## config.mk

```make
export PLATFORM = sky130hd
export DESIGN_NAME = word_seq_detector_param
export DESIGN_NICKNAME = d
export VERILOG_FILES = /design/src/rtl/word_seq_detector_param.sv
export SDC_FILE = /design/constraint.sdc
export NUM_CORES = 1
export LEC_CHECK = 0
export ABC_AREA = 0
export CELL_PAD_IN_SITES_DETAIL_PLACEMENT = 0
export CELL_PAD_IN_SITES_GLOBAL_PLACEMENT = 2
export CORE_MARGIN = 2
export CORE_UTILIZATION = 40
export DETAILED_ROUTE_END_ITERATION = 16
export GPL_TIMING_DRIVEN = 1
export PLACE_DENSITY = 0.82
export RECOVER_POWER = 25
export SLEW_MARGIN = 40
export SYNTH_ARGS = -nofsm -noshare
export SYNTH_HDL_FRONTEND = slang
export SYNTH_SLANG_ARGS = --single-unit
```

## constraint.sdc

```tcl
create_clock -name clk -period 5.9 [get_ports clk]
set_clock_uncertainty 0.1 [all_clocks]
set_input_delay 1.18 -clock clk [delete_from_list [all_inputs] [get_ports clk]]
set_output_delay 1.18 -clock clk [all_outputs]
set_load 0.1 [all_outputs]
```

## src/rtl/word_seq_detector_param.sv

```systemverilog
// word_seq_detector_param: detects a run-time programmable word of 1..MAX_LEN
// characters in a qualified letter stream. Overlapping matches, optional
// case-insensitive compare and a saturating hit counter. HIT is a registered
// one-cycle pulse in the cycle after the final letter is sampled.
module word_seq_detector_param #(
    parameter int MAX_LEN = 8,
    parameter int CW      = 7,
    parameter int CNT_W   = 8,
    parameter int LEN_W   = 6
) (
    input  logic                       clk,
    input  logic                       rst,
    input  logic [CW-1:0]              letter,
    input  logic                       letter_valid,
    input  logic                       cfg_we,
    input  logic [$clog2(MAX_LEN)-1:0] cfg_addr,
    input  logic [CW-1:0]              cfg_char,
    input  logic                       cfg_len_we,
    input  logic [LEN_W-1:0]           cfg_len,
    input  logic                       case_fold,
    output logic                       HIT,
    output logic [CNT_W-1:0]           hit_count
);

    localparam int AW = $clog2(MAX_LEN);
    localparam logic [LEN_W-1:0] LenMax  = LEN_W'(MAX_LEN);
    // Stored for any requested length above MAX_LEN; such a length never matches.
    localparam logic [LEN_W-1:0] LenOver = LEN_W'(MAX_LEN + 1);

    logic [CW-1:0]    r_pattern [MAX_LEN];
    logic [CW-1:0]    r_hist    [MAX_LEN];
    logic [LEN_W-1:0] r_len;
    logic [LEN_W-1:0] r_fill;
    logic             r_hit;
    logic [CNT_W-1:0] r_count;

    logic [CW-1:0]    w_cand [MAX_LEN];
    logic             w_flush;
    logic             w_addr_ok;
    logic             w_len_ok;
    logic             w_fill_ok;
    logic             w_chars_ok;
    logic             w_hit_d;

    // Lower-case ASCII letters fold onto upper case when enabled.
    function automatic logic [CW-1:0] fold_char(input logic [CW-1:0] c, input logic en);
        if (en && (c >= CW'(8'h61)) && (c <= CW'(8'h7A))) begin
            return c - CW'(8'h20);
        end
        return c;
    endfunction

    assign w_flush   = cfg_we | cfg_len_we;
    // Widened by one bit so the range test stays meaningful when MAX_LEN is a power of two.
    assign w_addr_ok = ({1'b0, cfg_addr} < (AW + 1)'(MAX_LEN));
    assign w_len_ok  = (r_len != '0) && (r_len <= LenMax);
    assign w_fill_ok = (({1'b0, r_fill} + (LEN_W + 1)'(1)) >= {1'b0, r_len});

    // Candidate window: the incoming letter followed by the stored history.
    always_comb begin
        w_cand[0] = letter;
        for (int i = 1; i < MAX_LEN; i++) begin
            w_cand[i] = r_hist[i-1];
        end
    end

    // Compare the newest len characters against the pattern, last character first.
    always_comb begin
        w_chars_ok = 1'b1;
        for (int i = 0; i < MAX_LEN; i++) begin
            if (LEN_W'(i) < r_len) begin
                if (fold_char(w_cand[i], case_fold) !=
                    fold_char(r_pattern[AW'(r_len - LEN_W'(i) - LEN_W'(1))], case_fold)) begin
                    w_chars_ok = 1'b0;
                end
            end
        end
    end

    // A config write in the same cycle suppresses any match.
    assign w_hit_d = letter_valid & w_len_ok & w_fill_ok & w_chars_ok & ~w_flush;

    // Pattern slots and length register.
    always_ff @(posedge clk) begin
        if (rst) begin
            for (int i = 0; i < MAX_LEN; i++) begin
                r_pattern[i] <= '0;
            end
            r_len <= '0;
        end else begin
            if (cfg_we && w_addr_ok) begin
                r_pattern[cfg_addr] <= cfg_char;
            end
            if (cfg_len_we) begin
                r_len <= (cfg_len > LenOver) ? LenOver : cfg_len;
            end
        end
    end

    // Letter history shifts on accepted letters; fill tracks how much of it is fresh.
    always_ff @(posedge clk) begin
        if (rst) begin
            for (int i = 0; i < MAX_LEN; i++) begin
                r_hist[i] <= '0;
            end
            r_fill <= '0;
        end else begin
            if (letter_valid) begin
                r_hist[0] <= letter;
                for (int i = 1; i < MAX_LEN; i++) begin
                    r_hist[i] <= r_hist[i-1];
                end
            end
            if (w_flush) begin
                r_fill <= '0;
            end else if (letter_valid && (r_fill < LenMax)) begin
                r_fill <= r_fill + LEN_W'(1);
            end
        end
    end

    // Registered hit pulse and saturating hit counter.
    always_ff @(posedge clk) begin
        if (rst) begin
            r_hit   <= 1'b0;
            r_count <= '0;
        end else begin
            r_hit <= w_hit_d;
            if (w_hit_d && (r_count != {CNT_W{1'b1}})) begin
                r_count <= r_count + CNT_W'(1);
            end
        end
    end

    assign HIT       = r_hit;
    assign hit_count = r_count;

endmodule

```

==> metrics.md, run 1 <==
| Metric | Value |
|---|---|
| Status | `complete, no violations` |
| Die Ht | `167.3 um` |
| Hold Path Class | `reg2reg` |
| Core box area | `26130 sq um` |
| CTS max path bufs | `2` |
| Comb power frac | `0.259` |
| Ys flop type | `edfxtp_1` |
| Post-synth EDFFs | `105` |
| CP Data Required Time | `6120 ps` |
| Unique masters post-synth | `73` |
| Vias | `8291` |
| Top-Level Pins | `38` |
| Fmax achieved | `190.9 MHz` |
| Worst Reg-to-Reg Cells | `13` |
| PortBufs | `37` |
| Area Growth Syn to Fin | `12.36%` |
| Post_cts resized | `0` |
| Flip-flop and latch area | `3578 sq um` |
| Synth warnings | `0` |
| Residual DRC count | `0` |
| Drt via density | `6.155` |
| Tmin final | `5237 ps` |
| Clock slew at reported path FFs | `70 ps` |
| Pwr dens | `246.7 nW/um^2` |
| Top cells by count, synth | `105 x edfxtp_1, 103 x and2_1, 88 x mux4_2, 69 x nand2_1, 58 x nor2_1` |
| FF-to-FF setup slack | `660 ps` |
| Num CTS Buffers | `17` |
| CP Launch Point | `r_len[0]` |
| Setup TNS | `0 ps` |
| Die span in x | `167.3 um` |
| RSZ-0062 raised after global routing | `no` |
| Post-route setup slack | `662.9 ps` |
| Startpoint Class | `register` |
| Sequential area share after synthesis | `0.3350` |
| WL/cell | `23.40 um` |
| Synth area leader | `edfxtp_1` |
| Layout Cells excl Fill | `1347` |
| Crit path max fanout | `54` |
| Vias in the first global route | `8045` |
| Fin nets | `1055` |
| Critical R2R Capture | `hit_count[3]` |
| CTS tree | `built` |
| Max Slew Vio Count | `0` |
| Leakage power | `4.267 nW` |
| 1st-iter DRT viols | `679` |
| RR Startpoint | `r_len[0]` |
| GRT overflow | `0` |
| Number of routed nets with antenna violations | `0` |
| Clock power share | `0.365` |
| Slew @ Worst Pin | `1436 ps` |
| GP Congestion | `0.9175` |
| # placed instances | `1314` |
| Initial antenna violation count | `2` |
| Synth area leaders | `edfxtp_1 30%, mux4_2 19%, and2_1 6.0%, mux2i_1 5.1%, dfxtp_1 3.9%` |
| Crit path kind | `reg2reg` |
| Yosys reg bits | `126` |
| Sw Pwr | `1.013 mW` |
| Syn Inst Count | `966` |
| Power Internal | `1.945 mW` |
| Hold-fix buffers, CTS | `0` |
| Pre-CTS worst setup slack | `625.1 ps` |
| Starting density of the core | `0.4082` |
| Drt total wl | `31.52 mm` |
| Sw Ratio | `0.3424` |
| Maximum vdd drop | `0.1798 mV` |
| Final Hold Vio Count | `0` |
| Max-Cap Viols | `0` |
| First-pass GRT wire length | `49.60 mm` |
| Hpwl dp | `23.46 mm` |
| Skew-Pair Late Insertion Delay | `440 ps` |
| Detailed Routing Iterations Pass 1 | `5` |
| Tot GR Track Use | `0.2325` |
| Synth Cell Area | `10670 sq um` |
| Largest net degree at the start of global routing | `55` |
| Multi-input gate area | `6839 sq um` |
| # fillers | `2506` |
| Reg power frac | `0.375` |
| Rows | `59` |
| Max-Slew Margin vs Limit | `0.04276` |
| Setup bufs post-CTS | `0` |
| Top cell type's share of synthesized area | `0.2956` |
| Worst Hold Slack | `384.7 ps` |
| Syn_area_per_cell | `11.04 sq um` |
| Clock root cell | `clkbuf_16` |
| FFs w/ async S/R, synth | `0` |
| Most common cell in the netlist | `edfxtp_1` |
| CP Data Arrival Time | `5460 ps` |
| Crit end category | `register` |
| End of the critical path | `hit_count[3]` |
| Total die area | `27990 sq um` |
| Sink Count | `126` |
| Layout cells sized above 1 | `0.1869` |
| Setup Viol. Count Final | `0` |
| CTS H-tree depth | `4` |
| Tcrit/Tclk final | `0.8877` |
| Syn Nets | `1023` |
-- worst max-delay path, stage by stage (launching register included) --
cell and delay (ps):
dfxtp_4 350, buf_4 590, buf_4 460, mux4_2 640
nor4_1 480, a22oi_1 170, o2111ai_1 130, o21ai_0 200
a311o_1 360, a221oi_1 320, nand4_1 330, a211oi_4 470
nand4_1 150, mux2_1 320
-- per-layer routing --
layer  track usage  share of wire
met2        0.3633           0.46
met5             0        0.00076
met1        0.3234           0.44
met4       0.08998          0.035
met3       0.04136          0.065
-- state kept, by name (all words and copies together) (netlist names) --
name and cells:
HIT 1, hit_count 8, r_fill 6, r_hist 49, r_len 6, r_pattern 56
-- cell type report --
cell class                 count  area share
tap                          335     0.03497
sequential                   126      0.2985
clock buffer                  17     0.03549
antenna                        1   0.0002088
clock inverter                15     0.01576
timing repair buffer          52     0.03601
inverter                      27    0.008455
multi-input combinational    774      0.5706
-- cell usage in the layout, fill, tap and decap left out, drive strengths merged, types with 27 or more instances in the layout --
cell type | synthesis | layout
inv | 27 | 35
xnor2 | 41 | 41
and2 | 103 | 103
nand3 | 38 | 38
edfxtp | 105 | 105
ha | 28 | 28
nand2 | 69 | 69
clkdlybuf4s50 | 0 | 27
mux2i | 55 | 55
nor2 | 58 | 58
clkbuf | 16 | 28
mux4 | 88 | 88
-- power groups by stage --
stage | Clock [mW] | Combinational [mW] | Sequential (mW)
floorplan | 0 | 0.566 | 1.08
global placement | 0 | 0.756 | 1.12
detailed placement | 0 | 0.759 | 1.13
CTS | 1.09 | 0.763 | 1.11
global route | 1.13 | 0.832 | 1.12
finish | 1.08 | 0.767 | 1.11
-- kinds of logic after synthesis --
family / count (synthesis) / synth area share
simple gates: 383 / 0.1920
mux: 165 / 0.2618
compound gates: 133 / 0.09418
flops: 126 / 0.3350
buf+inv: 66 / 0.02663
xor+xnor: 65 / 0.05759
fa+ha+maj: 28 / 0.03284
-- per-stage QoR --
step / power [mW] / utilization / cell area, sq um
floorplan: 1.646 / - / 10670
global placement: 1.880 / 0.4366 / 11410
detailed placement: 1.884 / 0.4352 / 11370
CTS: 2.961 / 0.4587 / 11990
global route: 3.082 / 0.4586 / 11980
finish: 2.958 / 0.4587 / 11990
-- how the worst min path moves through the flow --
stage,from,end,slack [ps],depth (start not counted)
after detailed placement,r_len[5],r_len[5],380,2
after CTS,r_len[5],r_len[5],390,2
after global routing,r_len[5],r_len[5],410,2
after floorplan,r_len[5],r_len[5],350,2
final,r_len[5],r_len[5],380,2
after global placement,r_len[5],r_len[5],370,2
Note: power is estimated with default switching activity, not from simulation.
==> run 2: changes to the inputs <==
--- a/config.mk
+++ b/config.mk
@@ -18,3 +18,4 @@
 export SYNTH_ARGS = -nofsm -noshare
 export SYNTH_HDL_FRONTEND = slang
 export SYNTH_SLANG_ARGS = --single-unit
+export TNS_END_PERCENT = 50
==> results of run 2 <==
No change in the layout: final DEF, timing and power equal those of run 1.
